===== config.mk =====
export PLATFORM = sky130hd
export DESIGN_NAME = lcd_1602_reader
export DESIGN_NICKNAME = d
export VERILOG_FILES = /design/src/rtl/lcd_1602_reader.sv
export SDC_FILE = /design/constraint.sdc
export NUM_CORES = 1
export LEC_CHECK = 0
export ABC_AREA = 1
export CAP_MARGIN = 15
export CORE_AREA = 2 2 102 94
export CTS_CLUSTER_DIAMETER = 150
export CTS_CLUSTER_SIZE = 8
export DETAILED_ROUTE_END_ITERATION = 10
export DIE_AREA = 0 0 104 96
export PLACE_DENSITY = 0.62
export SETUP_SLACK_MARGIN = 0.1
export SYNTH_ARGS = -nofsm -noshare
export SYNTH_HDL_FRONTEND = slang
export SYNTH_SLANG_ARGS = --single-unit

===== constraint.sdc =====
create_clock -name clock -period 2.4 [get_ports clock]
set_clock_uncertainty 0.15 [all_clocks]
set_input_delay 0.48 -clock clock [delete_from_list [all_inputs] [get_ports clock]]
set_output_delay 0.48 -clock clock [all_outputs]
set_load 0.005 [all_outputs]

===== src/rtl/lcd_1602_reader.sv =====
// lcd_1602_reader
// Read-side controller for an HD44780-compatible 1602 LCD bus. Each request
// runs one RW=1 transfer: a busy-flag/address read (RS=0) or a data read
// (RS=1). In poll mode it repeats BF reads until BF=0, or it gives up after
// POLL_MAX reads. The block shares the bus with a write-side driver.
// LCD_DATA_OE=1 gives the bus to the write side. This block drops OE to 0
// before it raises RW.
//
// Ports
//   clock, reset            50 MHz clock, synchronous active-low reset
//   req/req_rs/req_poll     request strobe, register select, BF poll mode
//   ready                   idle, a req on this edge is accepted
//   rd_valid                one-cycle pulse: rd_data (and bf/ac for RS=0) updated
//   rd_data, bf, ac         last raw byte, busy flag, address counter
//   timeout                 one-cycle pulse: poll exhausted with BF still set
//   LCD_DATA_IN             LCD data bus input
//   LCD_RS/RW/EN            LCD control strobes
//   LCD_DATA_OE             1 = write side may drive the bus
module lcd_1602_reader #(
    parameter int T_AS     = 2,
    parameter int T_PW     = 12,
    parameter int T_H      = 2,
    parameter int T_REC    = 12,
    parameter int POLL_MAX = 4095
) (
    input  logic       clock,
    input  logic       reset,
    input  logic       req,
    input  logic       req_rs,
    input  logic       req_poll,
    output logic       ready,
    output logic       rd_valid,
    output logic [7:0] rd_data,
    output logic       bf,
    output logic [6:0] ac,
    output logic       timeout,
    input  logic [7:0] LCD_DATA_IN,
    output logic       LCD_RS,
    output logic       LCD_RW,
    output logic       LCD_EN,
    output logic       LCD_DATA_OE
);

    localparam int PCW = $clog2(POLL_MAX + 1);

    typedef enum logic [2:0] {
        S_IDLE, S_TURN, S_SETUP, S_EN_HI, S_HOLD, S_RECOVER
    } state_t;

    state_t         state;
    logic [15:0]    cnt;        // cycles left in the current phase, minus one
    logic           rs_q;
    logic           poll_q;
    logic           again_q;    // poll saw BF=1: loop back to SETUP after recovery
    logic [PCW-1:0] reads;      // EN pulses issued for this request
    logic [7:0]     capture;

    always_ff @(posedge clock) begin
        if (!reset) begin
            state       <= S_RECOVER;
            cnt         <= 16'(T_REC - 1);
            rs_q        <= 1'b0;
            poll_q      <= 1'b0;
            again_q     <= 1'b0;
            reads       <= '0;
            capture     <= 8'h00;
            ready       <= 1'b0;
            rd_valid    <= 1'b0;
            timeout     <= 1'b0;
            rd_data     <= 8'h00;
            bf          <= 1'b0;
            ac          <= 7'h00;
            LCD_RS      <= 1'b0;
            LCD_RW      <= 1'b0;
            LCD_EN      <= 1'b0;
            LCD_DATA_OE <= 1'b0;
        end else begin
            rd_valid <= 1'b0;
            timeout  <= 1'b0;
            case (state)
                S_IDLE: begin
                    if (req) begin
                        rs_q        <= req_rs;
                        poll_q      <= req_poll & ~req_rs;
                        reads       <= '0;
                        again_q     <= 1'b0;
                        ready       <= 1'b0;
                        LCD_DATA_OE <= 1'b0;   // release the bus a cycle before RW rises
                        state       <= S_TURN;
                    end
                end
                S_TURN: begin
                    state  <= S_SETUP;
                    cnt    <= 16'(T_AS - 1);
                    LCD_RW <= 1'b1;
                    LCD_RS <= rs_q;
                end
                S_SETUP: begin
                    if (cnt == 16'd0) begin
                        state  <= S_EN_HI;
                        cnt    <= 16'(T_PW - 1);
                        LCD_EN <= 1'b1;
                        reads  <= reads + 1'b1;
                    end else begin
                        cnt <= cnt - 1'b1;
                    end
                end
                S_EN_HI: begin
                    if (cnt == 16'd0) begin
                        // last EN-high cycle: data has had the full pulse width to settle
                        capture <= LCD_DATA_IN;
                        state   <= S_HOLD;
                        cnt     <= 16'(T_H - 1);
                        LCD_EN  <= 1'b0;
                    end else begin
                        cnt <= cnt - 1'b1;
                    end
                end
                S_HOLD: begin
                    if (cnt == 16'd0) begin
                        state   <= S_RECOVER;
                        cnt     <= 16'(T_REC - 1);
                        LCD_RW  <= 1'b0;
                        LCD_RS  <= 1'b0;
                        rd_data <= capture;
                        if (!rs_q) begin
                            bf <= capture[7];
                            ac <= capture[6:0];
                        end
                        if (poll_q && capture[7]) begin
                            if (reads == PCW'(POLL_MAX)) timeout <= 1'b1;
                            else                         again_q <= 1'b1;
                        end else begin
                            rd_valid <= 1'b1;
                        end
                    end else begin
                        cnt <= cnt - 1'b1;
                    end
                end
                S_RECOVER: begin
                    if (cnt == 16'd0) begin
                        again_q <= 1'b0;
                        if (again_q) begin
                            // OE is still low from the first read, so TURN is skipped
                            state  <= S_SETUP;
                            cnt    <= 16'(T_AS - 1);
                            LCD_RW <= 1'b1;
                            LCD_RS <= rs_q;
                        end else begin
                            state       <= S_IDLE;
                            ready       <= 1'b1;
                            LCD_DATA_OE <= 1'b1;
                        end
                    end else begin
                        cnt <= cnt - 1'b1;
                    end
                end
                default: begin
                    state  <= S_RECOVER;
                    cnt    <= 16'(T_REC - 1);
                    LCD_RW <= 1'b0;
                    LCD_RS <= 1'b0;
                    LCD_EN <= 1'b0;
                end
            endcase
        end
    end

endmodule


==> summary.md, run 1 <==
| Metric | Value |
|---|---|
| RSZ-0062 raised after global routing | `false` |
| FF+latch count, synth | `between 60 and 70` |
| Gr ovfl total | `0` |
| Layout cell share with drive strength beyond 1 | `0.113` |
| Multi-input gate area | `between 1500 and 2000 µm²` |
| CP Class | `reg -> reg` |
| Setup WS post-layout | `about 460 ps` |
| Port buffer count | `35` |
| Synthesized area per cell | `about 7 µm²` |
| Cts hold-fix bufs | `0` |
| Final GP Congestion | `between 0.8 and 0.9` |
| Top cells by area, synth | `dfxtp_1, nand2_1, nor2_1` |
| Via density | `around 4.8` |
| Lkg Pwr | `between 1.5 and 2 nW` |
| Commonest cells after routing, fill and taps aside | `nand2_1, nor2_1, dfxtp_1` |
| CTS tree | `yes` |
| Dpl hpwl | `6.00 mm` |
| Crit path max fanout | `16` |
| Peak supply drop | `approximately 0.33 mV` |
| Number of core rows | `33` |
| Detailed Routing Iterations Pass 1 | `4` |
| Routed length per instance | `12.2 µm` |
| Initial core utilization | `0.390` |
| Synth area leader | `dfxtp_1` |
| Ant diodes | `0` |
| H-Tree Depth | `3` |
| GRT Util Overall | `0.175` |
| YS warnings | `0` |
| Crit. End Element | `flip-flop` |
| Minimum clock period | `1940 ps` |
| Crit-path most repeated cell | `nor2_1` |
| First-pass GRT wire length | `approximately 14 mm` |
| Die width | `~100 µm` |
| Number of max-cap violations | `0` |
| Largest stage delay, worst path | `420 ps` |
| Cell Pwr Density | `approximately 690 nW/µm²` |
| Pin count of the biggest net entering global routing | `19` |
| Remaining DRCs | `0` |
| FILL cells | `929` |
| Fin Hold WS | `321 ps` |
| Synthesized net count | `513` |
| Synth-to-Final Area Change | `18.2%` |
| Die area | `9980 µm²` |
| Hold WC Path Type | `reg -> reg` |
| DIE HEIGHT | `roughly 96 µm` |
| Post-CTS Setup Inserts | `0` |
| CP delay by family, top | `simple AND/OR/NAND/NOR gates` |
| Reg clk slew, reported paths | `80 ps` |
| Share of the synthesized area in the top cell type | `0.369` |
| Seq/Total Area, Yosys | `0.369` |
| Core area | `roughly 8900 µm²` |
| Post-synthesis cell count | `498` |
| Reg area | `approximately 1300 µm²` |
| Count of pins over their slew limit | `0` |
| Cell area after synthesis | `3470 µm²` |
| Unique cell type count in the Yosys netlist | `37` |
| PostCTS Resize Cnt | `0` |
| Crit path cell chain | `inv_1, ha_1, nand3_2, nor2_8, nand4_2, nor2_1, nor2_1` |
| Num CTS Buffers | `9` |
| Commonest non-fill, non-tap cell in the layout | `nand2_1` |
| Sinks on Clock Net | `64` |
| Util after Layout | `0.461` |
| Fmax | `roughly 520 MHz` |
| Buf/Inv on CP | `1` |
| First-iteration detailed-routing DRC count | `140` |
| Critical-path top delay cell | `nand4_2` |
| Crit start category | `flip-flop` |
| CTS root buffer | `clkbuf_8` |
| Worst Max-Slew Pin Slew | `510 ps` |
| I/O pin cnt | `36` |
| Clk_lat worst skew | `between 300 and 400 ps` |
| Worst EP arrival | `slightly above 2000 ps` |
| DR vias | `between 3,000 and 4,000` |
| Clk buf depth | `2` |
| Outcome | `completed` |
| Max_slew headroom | `0.659` |
| Final ANT Viol Nets | `0` |
| Setup_tns | `0 ps` |
| Vias in the first global route | `approximately 3,000` |
| Wirelength, routed | `8.12 mm` |
| Place WS | `419 ps` |
| Worst endpoint required time | `~2500 ps` |
| Final net count | `552` |
| Final Hold Viols | `0` |
| Initial antenna violation count | `0` |
| Final setup violation count | `0` |
| Crit share post-route | `0.807` |
Yosys cell counts (all sizes together):
| master | instances |
|---|---|
| clkbuf | 4 |
| o21a | 1 |
| a211oi | 1 |
| buf | 9 |
| dfxtp | 64 |
| nand2 | 152 |
| nand3b | 1 |
| o211a | 7 |
| nand4 | 15 |
| nor2 | 83 |
| a21oi | 30 |
| o21ai | 15 |
| nor3 | 3 |
| or2 | 2 |
| inv | 57 |
| o211ai | 2 |
| nor4 | 2 |
| ha | 2 |
| xor2 | 5 |
| clkinv | 1 |
| o21bai | 1 |
| nand3 | 41 |
cells by family after synthesis:
| kind of cell | share of synthesized area |
|---|---|
| xor gates and xnor gates | 0.0126 |
| buffers and inverters | 0.0951 |
| and+or+nand+nor | 0.421 |
| adders and majority gates | 0.00720 |
| DFF | 0.369 |
| AOI/OAI and AO/OA | 0.0958 |
worst paths after layout:
| check | start | end | slack (ps) | cells past startpoint |
|---|---|---|---|---|
| worst max-delay path | cnt[0]$_SDFFE_PN1P_ | capture[7]$_SDFFE_PN0P_ | 460 | 7 |
| worst min-delay path | capture[7]$_SDFFE_PN0P_ | bf$_SDFFE_PN0P_ | 320 | 2 |
| worst min register to register | capture[7]$_SDFFE_PN0P_ | bf$_SDFFE_PN0P_ | 320 | 2 |
| worst max register to register | cnt[0]$_SDFFE_PN1P_ | capture[7]$_SDFFE_PN0P_ | 460 | 7 |
cell type report:
class	instances	area share
Multi-Input combinational cell	363	0.454
Sequential cell	64	0.312
Timing Repair Buffer	41	0.0963
Inverter	58	0.0570
Tap cell	122	0.0372
Clock buffer	10	0.0335
Clock inverter	6	0.0107
flip-flops by register name, summed over array words and instances, names as in the netlist, named ones only:
name and count:
LCD_RW 1, timeout 1, LCD_RS 1, LCD_EN 1, again_q 1, state 2
cnt 16, LCD_DATA_OE 1, rd_data 8, poll_q 1, bf 1, rs_q 1
reads 12, rd_valid 1, ac 7, capture 8
where the power goes:
part / total [mW] / switching (mW) / internal [mW]
Sequential: 1.18 / 0.0650 / 1.12
Combinational: 0.792 / 0.515 / 0.276
Clock: 0.852 / 0.449 / 0.403
worst register-to-register path, delay by kind of cell, from the launching register on:
family        cells  cell delay, ps
fa+ha+maj         1             220
simple gates      5            1080
buf+inv           1              60
flops             1             330
metal layers:
| metal | track usage | part of all wire |
|---|---|---|
| met1 | 0.217 | 0.50 |
| met2 | 0.295 | 0.45 |
| met3 | 0.0460 | 0.041 |
| met4 | 0.0642 | 0.014 |
| met5 | 0 | 0 |
metrics by stage:
step | cells | power, mW | area (µm²)
final | 664 | 2.83 | 4110
after global placement | 648 | 1.99 | 3930
after global routing | 664 | 3.01 | 4110
after CTS | 664 | 2.85 | 4110
after detailed placement | 648 | 1.99 | 3930
after floorplan | 498 | 1.82 | 3470
Note: power is estimated with default switching activity, not from simulation.
==> run 2: changes to the inputs <==
Settings changed: PLACE_DENSITY 0.62 to 0.65.
Clock period 2.4 ns to 1.58 ns, I/O delays scaled along.
==> run 2 against run 1 <==
The flow now finishes with violations (negative setup slack). Cell area grew 35%. Sequential share of layout area shrank 7.6 points. Power grew 98%. Maximum frequency grew 12%. Count of clock-buffer cells in the layout is the same. Critical path type unchanged. Critical endpoint is now cnt[6]$_SDFFE_PN0P_. Largest power group is now combinational cells.
==> summary.md, run 2 (same netlist as run 1, synthesis figures left out) <==
| Metric | Value |
|---|---|
| DIE HEIGHT | `96 µm` |
| Commonest non-fill, non-tap cell in the layout | `nand2_1` |
| Hold WC Path Type | `reg -> reg` |
| Final net count | `roughly 640` |
| Via density | `5.01` |
| H-Tree Depth | `3` |
| Reg with most FFs | `cnt` |
| Crit path cell chain | `inv_2, ha_4, nand3_4, nor2_8, nand3_4, nand2_4, buf_12, nand2_4, a21oi_2` |
| Place WS | `-164 ps` |
| Number of core rows | `33` |
| Number of max-cap violations | `0` |
| Routing usage on met1 | `0.245` |
| Wirelength, routed | `~11 mm` |
| Synth-to-Final Area Change | `59.8%` |
| FILL cells | `756` |
| Hold path start | `LCD_EN$_SDFFE_PN0P_` |
| Detailed Routing Iterations Pass 1 | `4` |
| Crit share post-route | `1.09` |
| Failing checks | `negative setup slack` |
| Final GP Congestion | `0.813` |
| Reg area | `1310 µm²` |
| GRT Util Overall | `0.208` |
| Initial antenna violation count | `0` |
| CP Launch Point | `cnt[0]$_SDFFE_PN1P_` |
| Number of flip-flops in the largest register | `16` |
| Peak supply drop | `about 0.5 mV` |
| Die area | `between 9000 and 10,000 µm²` |
| CP Class | `reg -> reg` |
| Ant diodes | `0` |
| RSZ-0062 raised after global routing | `true` |
| Lkg Pwr | `between 2 and 3 nW` |
| Placed Instances | `a little over 700` |
| Biggest regs | `cnt: 16 flops, reads: 12 flops` |
| Clk buf depth | `2` |
| Reg clk slew, reported paths | `80 ps` |
| Buf/Inv on CP | `2` |
| CTS tree | `yes` |
| Gr ovfl total | `0` |
| GR Util met2 | `0.374` |
| Routed length per instance | `between 10 and 15 µm` |
| Remaining DRCs | `0` |
| First-iteration detailed-routing DRC count | `217` |
| Worst Max-Slew Pin Slew | `around 540 ps` |
| CTS root buffer | `clkbuf_8` |
| First-pass GRT wire length | `around 16 mm` |
| Largest stage delay, worst path | `roughly 330 ps` |
| Commonest cells after routing, fill and taps aside | `nand2_1, buf_4, nor2_1` |
| Cell Pwr Density | `just over 1000 nW/µm²` |
| Vias in the first global route | `about 3,500` |
| Crit path max fanout | `8` |
| Core area | `approximately 9000 µm²` |
| Sinks on Clock Net | `64` |
| Outcome | `complete, but fails checks` |
| Critical-path top delay cell | `dfxtp_2` |
| Worst EP arrival | `~1900 ps` |
| Reg2reg start | `cnt[0]$_SDFFE_PN1P_` |
| Util after Layout | `0.623` |
| Worst endpoint required time | `between 1500 and 2000 ps` |
| Max_slew headroom | `0.635` |
| Pin count of the biggest net entering global routing | `18` |
| Num CTS Buffers | `9` |
| Die width | `approximately 100 µm` |
| Fin Hold WS | `314 ps` |
| CP delay by family, top | `simple AND/OR/NAND/NOR gates` |
| Port buffer count | `35` |
| I/O pin cnt | `36` |
| Final cell count without fillers | `about 750` |
| Met3 Use GR | `0.0582` |
| Multi-input gate area | `about 2500 µm²` |
| Fmax | `around 580 MHz` |
| Initial core utilization | `0.390` |
| Final setup violation count | `53` |
| DR vias | `3,747` |
| Crit start category | `flip-flop` |
| Final Hold Viols | `0` |
| Clk_lat worst skew | `360 ps` |
| Setup WS post-layout | `-149 ps` |
| Crit. End Element | `flip-flop` |
| GR peak layer | `met2` |
| Minimum clock period | `roughly 1700 ps` |
| Layout cell share with drive strength beyond 1 | `0.454` |
| Count of pins over their slew limit | `0` |
| Final ANT Viol Nets | `0` |
| Dpl hpwl | `between 6 and 7 mm` |
## run 2: cell types whose count changed in the layout (fill, tap and decap cells not counted), moves of 24 or more
cell,previous run,this run
nand2_1,141,97
nand2_2,4,31
a21oi_1,30,6
buf_4,6,64
## run 2: routing by layer
layer,wire length [µm],share of wire
met5,0,0
met4,178,0.016
met3,543,0.050
met2,5540,0.51
met1,4710,0.43
## run 2: worst min-delay path: stages, from the launching register on
cell and delay, ps:
dfxtp_2 320, nand2_1 50, a21oi_1 50
## run 2: path summary, 6_finish.rpt
check                                      endpoint  slack (ps)  depth (start not counted)
worst min register to register  LCD_EN$_SDFFE_PN0P_         310                          2
worst max register to register  cnt[6]$_SDFFE_PN0P_        -150                          9
worst min-delay path            LCD_EN$_SDFFE_PN0P_         310                          2
worst max-delay path            cnt[6]$_SDFFE_PN0P_        -150                          9
## run 2: per-stage QoR
stage                     TNS (ps)  cell area, µm²  power, mW
final                        -3370            5550       5.59
after global placement       -3740            4520       3.39
after CTS                    -1830            5080       5.25
after global routing         -7440            5550       5.84
after detailed placement     -5000            4520       3.43
after floorplan               -475            3540       2.84
## run 2: cell type report
cell class	count	share of cell area
Tap cell	122	0.0275
Clock buffer	10	0.0230
Sequential cell	64	0.236
Inverter	58	0.0439
Clock inverter	6	0.0167
Timing Repair Buffer	123	0.200
Multi-Input combinational cell	365	0.453
## run 2: what timing repair did
action,CTS,global route
cloned,3,0
resized for setup,103,114
buffers inserted,9,9
setup endpoints to repair,85,64
pin swaps,32,28
hold buffers,0,0
## run 2: power breakdown
| group | internal (mW) | total [mW] | leakage [nW] | switching, mW |
|---|---|---|---|---|
| Clock | 0.897 | 1.63 | 0.103 | 0.729 |
| Sequential | 1.71 | 1.80 | 0.524 | 0.0835 |
| Combinational | 0.923 | 2.17 | 2.02 | 1.25 |
==> run 3: changes to the inputs <==
Settings changed: CORE_AREA 2 2 102 94 to 2 2 91 84, DIE_AREA 0 0 104 96 to 0 0 93 86, PLACE_DENSITY 0.65 to 0.78.
==> run 3 against run 2 <==
The run still ends with negative setup slack left. Clock power increased by 12%. Via count rose by 2.4%. Power decreased by 0.12%. Sequential cell count stayed put. Register-to-register slack worse by 20 ps. Combinational power decreased by 9.2%. Sequential share of layout area grew 1.1 points. Non-clock buffer count decreased by 16. Maximum frequency fell by 1.3%. First-iteration DRC count rose by 41%. Cell area shrank 4.8%.
==> summary.md, run 3 (same netlist as run 1, synthesis figures left out) <==
| Metric | Value |
|---|---|
| Gr ovfl total | `0` |
| Reg area | `about 1300 µm²` |
| I/O pin cnt | `36` |
| Final ANT Viol Nets | `0` |
| Flop-to-flop setup slack | `-170 ps` |
| Port buffer count | `35` |
| Crit path cell chain | `inv_2, ha_4, nand3_4, nor2_8, buf_12, nand2_4, nor2_4, buf_12, nand2_2, o211a_1` |
| Fin Hold WS | `303 ps` |
| Initial antenna violation count | `0` |
| Worst Max-Slew Pin Slew | `approximately 380 ps` |
| Multi-input gate area | `2350 µm²` |
| Fmax | `571 MHz` |
| Largest stage delay, worst path | `approximately 320 ps` |
| Setup crit end | `rd_data[7]$_SDFFE_PN0P_` |
| Number of core rows | `29` |
| Crit path max fanout | `8` |
| Setup_tns | `-5780 ps` |
| CTS tree | `yes` |
| Crit share post-route | `1.11` |
| Ant diodes | `0` |
| GR peak layer | `met2` |
| Sinks on Clock Net | `64` |
| Commonest non-fill, non-tap cell in the layout | `nand2_1` |
| Final GP Congestion | `around 0.90` |
| Pin count of the biggest net entering global routing | `17` |
| Critical-path top delay cell | `dfxtp_2` |
| First-iteration detailed-routing DRC count | `between 300 and 400` |
| Core area | `around 7000 µm²` |
| Final Hold Viols | `0` |
| Number of max-cap violations | `0` |
| Placed Instances | `around 670` |
| Detailed Routing Iterations Pass 1 | `6` |
| Final instance area | `about 5300 µm²` |
| Worst EP arrival | `1850 ps` |
| Worst endpoint required time | `1680 ps` |
| Final net count | `slightly above 600` |
| Layout cell share with drive strength beyond 1 | `0.402` |
| Die area | `roughly 8000 µm²` |
| Die width | `between 90 and 100 µm` |
| Via density | `5.46` |
| Num CTS Buffers | `9` |
| Crit start category | `flip-flop` |
| Dpl hpwl | `6.61 mm` |
| Worst r2r dst | `rd_data[7]$_SDFFE_PN0P_` |
| Peak supply drop | `between 0.6 and 0.7 mV` |
| Reg2reg start | `cnt[1]$_SDFFE_PN1P_` |
| Initial core utilization | `0.499` |
| Count of pins over their slew limit | `0` |
| GR Util met2 | `0.473` |
| DIE HEIGHT | `~86 µm` |
| Number of flip-flops in the largest register | `16` |
| CP Launch Point | `cnt[1]$_SDFFE_PN1P_` |
| GRT Util Overall | `0.274` |
| Final cell count without fillers | `around 700` |
| Crit. End Element | `flip-flop` |
| Vias in the first global route | `between 3,000 and 4,000` |
| Met3 Use GR | `0.0606` |
| Hold WC Path Type | `reg -> reg` |
| Synth-to-Final Area Change | `52.1%` |
| Overall power | `~5.6 mW` |
| Minimum clock period | `around 1800 ps` |
| FILL cells | `between 400 and 500` |
| Remaining DRCs | `0` |
| Lkg Pwr | `between 2 and 2.5 nW` |
| Setup WS post-layout | `-172 ps` |
| Routing usage on met1 | `0.329` |
| Buf/Inv on CP | `3` |
| Cell Pwr Density | `1060 nW/µm²` |
| Reg clk slew, reported paths | `~80 ps` |
| Final setup violation count | `58` |
| Failing checks | `negative setup slack` |
| CP Class | `reg -> reg` |
| CTS root buffer | `clkbuf_8` |
| RSZ-0062 raised after global routing | `true` |
| Commonest cells after routing, fill and taps aside | `nand2_1, buf_4, nor2_1` |
| Reg with most FFs | `cnt` |
| DR vias | `approximately 3,800` |
| Max_slew headroom | `0.747` |
| Post-DP Area | `between 4000 and 5000 µm²` |
| Routed length per instance | `16.2 µm` |
| Wirelength, routed | `11.4 mm` |
| H-Tree Depth | `3` |
| CP delay by family, top | `simple AND/OR/NAND/NOR gates` |
| CP Depth | `10` |
| Clk_lat worst skew | `around 360 ps` |
| Clk buf depth | `2` |
| R2R cell count | `10` |
| First-pass GRT wire length | `~17 mm` |
| Outcome | `complete, but fails checks` |
| Biggest regs | `cnt: 16 flops, reads: 12 flops` |
| Cts hold-fix bufs | `0` |
| Crit-path most repeated cell | `buf_12` |
-- run 3: cell types whose count changed in the layout (fill, tap and decap cells not counted), sizes merged --
cell,before,now
dlygate4sd2,23,21
clkdlybuf4s15,0,1
clkinvlp,2,1
inv,57,58
buf,88,73
clkinv,3,2
bufinv,2,3
-- run 3: cell type report --
class,instances,share of cell area
Multi-Input combinational cell,365,0.445
Sequential cell,64,0.246
Timing Repair Buffer,107,0.193
Inverter,58,0.0462
Clock buffer,10,0.0260
Tap cell,93,0.0220
Clock inverter,6,0.0218
-- run 3: tightest hold or removal path, stage by stage (launching register included) --
cell     delay (ps)
dfxtp_1         320
nand2_1          60
a21oi_1          50
-- run 3: routing by layer --
| metal | routed length [µm] | up-vias |
|---|---|---|
| met5 | 0 | - |
| met4 | 315 | 0 |
| met3 | 725 | 33 |
| met2 | 5780 | 207 |
| met1 | 4550 | 1785 |
| li1 | - | 1813 |
-- run 3: metrics by stage --
step	worst slack, ps	utilization
detailed placement	-219	0.629
global route	-251	0.759
floorplan	-49.8	-
finish	-172	0.759
global placement	-184	0.629
CTS	-101	0.714
-- run 3: power breakdown --
| group | switching, mW | total, mW | internal (mW) |
|---|---|---|---|
| clock network | 0.729 | 1.83 | 1.10 |
| registers | 0.0822 | 1.79 | 1.71 |
| logic | 1.17 | 1.97 | 0.797 |
| total | 1.98 | 5.59 | 3.61 |
-- run 3: worst min-delay path by stage --
| stage | startpoint | to | slack [ps] | depth (start not counted) |
|---|---|---|---|---|
| 6_report | capture[3]$_SDFFE_PN0P_ | ac[3]$_SDFFE_PN0P_ | 300 | 2 |
| 5_1_grt | ac[3]$_SDFFE_PN0P_ | ac[3]$_SDFFE_PN0P_ | 330 | 2 |
| 4_1_cts | capture[3]$_SDFFE_PN0P_ | ac[3]$_SDFFE_PN0P_ | 310 | 2 |
| 3_5_place_dp | capture[3]$_SDFFE_PN0P_ | ac[3]$_SDFFE_PN0P_ | 300 | 2 |
| 3_3_place_gp | capture[7]$_SDFFE_PN0P_ | bf$_SDFFE_PN0P_ | 300 | 2 |
| 2_1_floorplan | poll_q$_SDFFE_PN0P_ | timeout$_SDFF_PN0_ | 280 | 2 |
-- run 3: timing repair --
action / CTS / global route
endpoints found under the setup margin: 85 / 64
cloned: 2 / 1
setup buffers: 10 / 6
pin swaps: 31 / 24
resized for setup: 105 / 68
